## config.mk

```make
export PLATFORM = sky130hd
export DESIGN_NAME = fa_word_collector
export DESIGN_NICKNAME = d
export VERILOG_FILES = /design/src/rtl/fa_word_collector.sv
export SDC_FILE = /design/constraint.sdc
export NUM_CORES = 1
export LEC_CHECK = 0
export CORE_AREA = 4 4 49 51
export CTS_CLUSTER_DIAMETER = 200
export DETAILED_ROUTE_END_ITERATION = 8
export DIE_AREA = 0 0 53 55
export GPL_TIMING_DRIVEN = 1
export PLACE_DENSITY = 0.8
export SLEW_MARGIN = 20
export SYNTH_ARGS = -nofsm -noshare
export SYNTH_HDL_FRONTEND = slang
export SYNTH_SLANG_ARGS = --single-unit
```

## constraint.sdc

```tcl
create_clock -name clock -period 3.13 [get_ports clock]
set_input_delay 0.4695 -clock clock [delete_from_list [all_inputs] [get_ports clock]]
set_output_delay 0.4695 -clock clock [all_outputs]
set_load 0.1 [all_outputs]
```

## src/rtl/fa_word_collector.sv

```systemverilog
// fa_word_collector: assembles LSB-first serial sum bits into a word
// and holds it with its final carry until the consumer takes it.
module fa_word_collector #(
   parameter int WIDTH = 8
) (
   input  logic             clock,
   input  logic             reset_n,
   input  logic             start,
   input  logic             s_valid,
   input  logic             s_sum,
   input  logic             s_cout,
   input  logic             m_ready,
   output logic             m_valid,
   output logic [WIDTH-1:0] m_word,
   output logic             m_carry,
   output logic             busy,
   output logic             overrun
);

   localparam int CW = $clog2(WIDTH) + 1;

   typedef enum logic [1:0] {
      IDLE,
      COLLECT,
      HOLD
   } state_t;

   state_t           state_q, state_d;
   logic [CW-1:0]    cnt_q, cnt_d;
   logic [WIDTH-1:0] word_q, word_d;
   logic             carry_q, carry_d;
   logic             valid_q, valid_d;
   logic             busy_q, busy_d;
   logic             ovr_q, ovr_d;

   logic             last_bit;
   logic [WIDTH-1:0] bit_mask;

   assign last_bit = (cnt_q == CW'(WIDTH - 1));
   assign bit_mask = WIDTH'(1) << cnt_q;

   // Next-state, data path and registered status outputs.
   always_comb begin
      state_d = state_q;
      cnt_d   = cnt_q;
      word_d  = word_q;
      carry_d = carry_q;
      ovr_d   = ovr_q;

      unique case (state_q)
         IDLE: begin
            if (start) begin
               state_d = COLLECT;
               cnt_d   = '0;
               word_d  = '0;
               carry_d = 1'b0;
               ovr_d   = 1'b0;
            end
            // A stray bit is never stored; it only flags the error.
            if (s_valid) begin
               ovr_d = 1'b1;
            end
         end
         COLLECT: begin
            if (start) begin
               cnt_d   = '0;
               word_d  = '0;
               carry_d = 1'b0;
               if (s_valid) begin
                  word_d = WIDTH'(s_sum);
                  cnt_d  = CW'(1);
               end
            end else if (s_valid) begin
               word_d = (word_q & ~bit_mask)
                      | (s_sum ? bit_mask : '0);
               if (last_bit) begin
                  carry_d = s_cout;
                  cnt_d   = '0;
                  state_d = HOLD;
               end else begin
                  cnt_d = cnt_q + CW'(1);
               end
            end
         end
         HOLD: begin
            if (s_valid) begin
               ovr_d = 1'b1;
            end
            // start without m_ready is ignored so the word is kept.
            if (m_ready) begin
               word_d  = '0;
               carry_d = 1'b0;
               cnt_d   = '0;
               state_d = start ? COLLECT : IDLE;
            end
         end
         default: begin
            state_d = IDLE;
         end
      endcase

      valid_d = (state_d == HOLD);
      busy_d  = (state_d == COLLECT);
   end

   // State and output registers with asynchronous clear.
   always_ff @(posedge clock or negedge reset_n) begin
      if (!reset_n) begin
         state_q <= IDLE;
         cnt_q   <= '0;
         word_q  <= '0;
         carry_q <= 1'b0;
         valid_q <= 1'b0;
         busy_q  <= 1'b0;
         ovr_q   <= 1'b0;
      end else begin
         state_q <= state_d;
         cnt_q   <= cnt_d;
         word_q  <= word_d;
         carry_q <= carry_d;
         valid_q <= valid_d;
         busy_q  <= busy_d;
         ovr_q   <= ovr_d;
      end
   end

   assign m_valid = valid_q;
   assign m_word  = word_q;
   assign m_carry = carry_q;
   assign busy    = busy_q;
   assign overrun = ovr_q;

endmodule

```

==> flow_summary.yaml <==
yosys:
  synth_nets: 117
  synth_largest_area_cell: "dfrtp_1"
  synthFlopType: "dfrtp_1"
  synth-edff-count: 0
  synth-seq-cells: 18
  synthArstFlopShare: 1.00
  synth.distinct_cells: 35
  ys_warn_count: 0
  synthTopCellsByCount: "dfrtp_1, inv_1, o211ai_1"
  synth.most_common_cell: "dfrtp_1"
  netlist_area_um2: 1050
  netlist_top_cells_area: "dfrtp_1, ha_1, inv_1"
  synth_top_area_frac: 0.431
  synth-seq-area-share: 0.431
  synth_cells: 104
  syn_area_per_cell_um2: 10.1
drt:
  num_vias: 852
  post_drt_wl_per_cell_um: 14.6
  ant_nets: 0
  vias_per_cell: 5.72
  drt-initial-drc-count: 14
  routed_wl_mm: 2.18
  drc: 0
  drt_pre_antenna_iters: 4
timing:
  finClkSkew_ns: 0.00584
  hold_viol_final: 0
  rsz0062_at_grt: "false"
  finalSetupViolations: 0
  tightest_slew_ns: 0.805
  tns_ns: 0
  slew_headroom: 0.462
  fin_crit_sh: 0.554
  slew_violations: 0
  layout_min_cycle_time_ns: 1.73
  fin_ws_ns: 1.40
  clock.fmax_mhz: 577
  worst_hold_slack_ns: 0.523
placed_design:
  port-buffer-count: 18
  gp_congestion: 0.785
  detailed_place_hpwl_mm: 1.52
  pre_cts_ws_ns: 1.07
worst_hold_path:
  min_path_type: "reg -> reg"
  min-delay-start: "overrun$_DFFE_PN0P_"
global_routing:
  grt_pass1_vias: 827
  gr-usage-met2: 0.273
  grt_pass1_wl_mm: 3.68
  use_met1: 0.229
  antenna_found_initial: 0
  grt_max_degree: 19
  met3_usage: 0.0563
  top_usage_layer: "met2"
  grt_usage: 0.175
  grt-ovfl-total: 0
cells_and_area:
  syn2layout_area_growth_pct: 19.3
  nets: 136
  drive_above_1_share: 0.156
  diodes: 0
clocking:
  clk_pin_slew_ns: 0.10
  ctsHoldBuffers: 0
  cts_made_buffers: 3
  clockBufferDepth: 2
  worstSkewPairLatency_ns: 0.29
  root_buffer: "clkbuf_4"
  postCtsSetupRepairBufs: 0
  cts_tree: "built"
  ctsResizeCount: 0
  ctsHtreeMaxLevel: 1
  cts.sinks: 18
power:
  ir_drop_uv: 364
  p_total_w: 0.000581
  power.density_nw_per_um2: 466
  p_leak_nw: 0.535
setup_path:
  cp_max_fo: 16
  reg2reg_from: "cnt_q[0]$_DFFE_PN0P_"
  start_kind: "primary input"
  worst-setup-path-type: "in -> reg"
  path_buf_inv: 1
  path_cells: "clkdlybuf4s50_1 -> and4bb_2 -> nand3_1 -> o221ai_1"
  max_stage_delay_ns: 0.58
  crit_arrival_ns: 1.95
  cp_slowest_cell: "and4bb_2"
  end_kind: "register"
  startpoint: "start"
  cpLargestDelayFamily: "simple AND/OR/NAND/NOR gates"
  critical_path_required_ns: 3.34
floorplan:
  io_pins: 19
  core_um2: 1940
  die_w_um: 53
  initial_core_util: 0.539
  std_cell_rows: 16
  die_h_um: 55
  die_area_um2: 2920
run:
  cap_violations: 0
run_status:
  status: "finished clean"
registers in the layout, summed over array words and instances, names as in the netlist:
name	flops
m_valid	1
overrun	1
m_word	8
state_q	2
m_carry	1
cnt_q	4
busy	1
worst min-delay path, delay by kind of cell (launching register included):
family	cells	cell delay (ns)
AO/OA/AOI/OAI	2	0.14
flip-flops	1	0.35
layout by cell type, fill, tap and decap left out, drive strengths merged:
| master | n |
|---|---|
| and4b | 1 |
| o211ai | 8 |
| o21ai | 4 |
| o31ai | 1 |
| nor3b | 2 |
| nand3b | 3 |
| nand2b | 3 |
| a32o | 2 |
| nand3 | 5 |
| or4b | 1 |
| o21bai | 1 |
| nor2b | 1 |
| clkdlybuf4s50 | 6 |
| a21oi | 3 |
| mux2i | 1 |
| ha | 6 |
| o221ai | 2 |
| buf | 13 |
| and3b | 2 |
| inv | 17 |
| a31oi | 1 |
| and4bb | 1 |
| or3b | 1 |
| o311ai | 4 |
| o22ai | 2 |
| nand4 | 3 |
| dfrtp | 18 |
| nor2 | 1 |
| o2bb2ai | 1 |
| nand2 | 1 |
| clkbuf | 4 |
| nand4b | 3 |
stage by stage:
stage                     std cells   util  cell area [µm²]
after CTS                       149  0.642             1250
after detailed placement        145  0.624             1210
after global routing            149  0.642             1250
final                           149  0.642             1250
after floorplan                 104      -             1050
after global placement          145  0.624             1210
path summary, 6_finish.rpt:
path                       slack, ns               endpoint  depth (start not counted)
setup / recovery                1.40  m_word[5]$_DFFE_PN0P_                          4
max in group asynchronous       2.00   cnt_q[0]$_DFFE_PN0P_                          1
hold reg to reg                 0.52    overrun$_DFFE_PN0P_                          2
hold / removal                  0.52    overrun$_DFFE_PN0P_                          2
min in group asynchronous       0.63  m_word[4]$_DFFE_PN0P_                          1
setup reg to reg                1.51  m_word[0]$_DFFE_PN0P_                          5
logic make-up (layout without fill, tap and decap cells):
group	count (synthesis)	after routing	share of synthesized area
mux	1	1	0.00957
simple gates	28	28	0.201
compound gates	29	29	0.201
buf+inv	22	40	0.0861
fa+ha+maj	6	6	0.0718
flops	18	18	0.431
area by class of cell:
type                            instances  area [µm²]
Fill cell                             156         694
Multi-Input combinational cell         64         505
Sequential cell                        18         450
Timing Repair Buffer                   19         158
Inverter                               17        63.8
Clock buffer                            4        36.3
Tap cell                               27        33.8
layer usage:
| layer | vias up | part of all wire |
|---|---|---|
| li1 | 427 | - |
| met1 | 401 | 0.46 |
| met2 | 22 | 0.47 |
| met3 | 2 | 0.058 |
| met4 | 0 | 0.0041 |
| met5 | - | 0 |
report_power, final:
| part | internal [W] | switching [W] | total (W) |
|---|---|---|---|
| clock | 0.0000709 | 0.0000720 | 0.000143 |
| sequential | 0.000248 | 0.0000200 | 0.000268 |
| combinational | 0.0000464 | 0.000123 | 0.000170 |
| total | 0.000366 | 0.000215 | 0.000581 |
(Power assumes the default switching activity.)
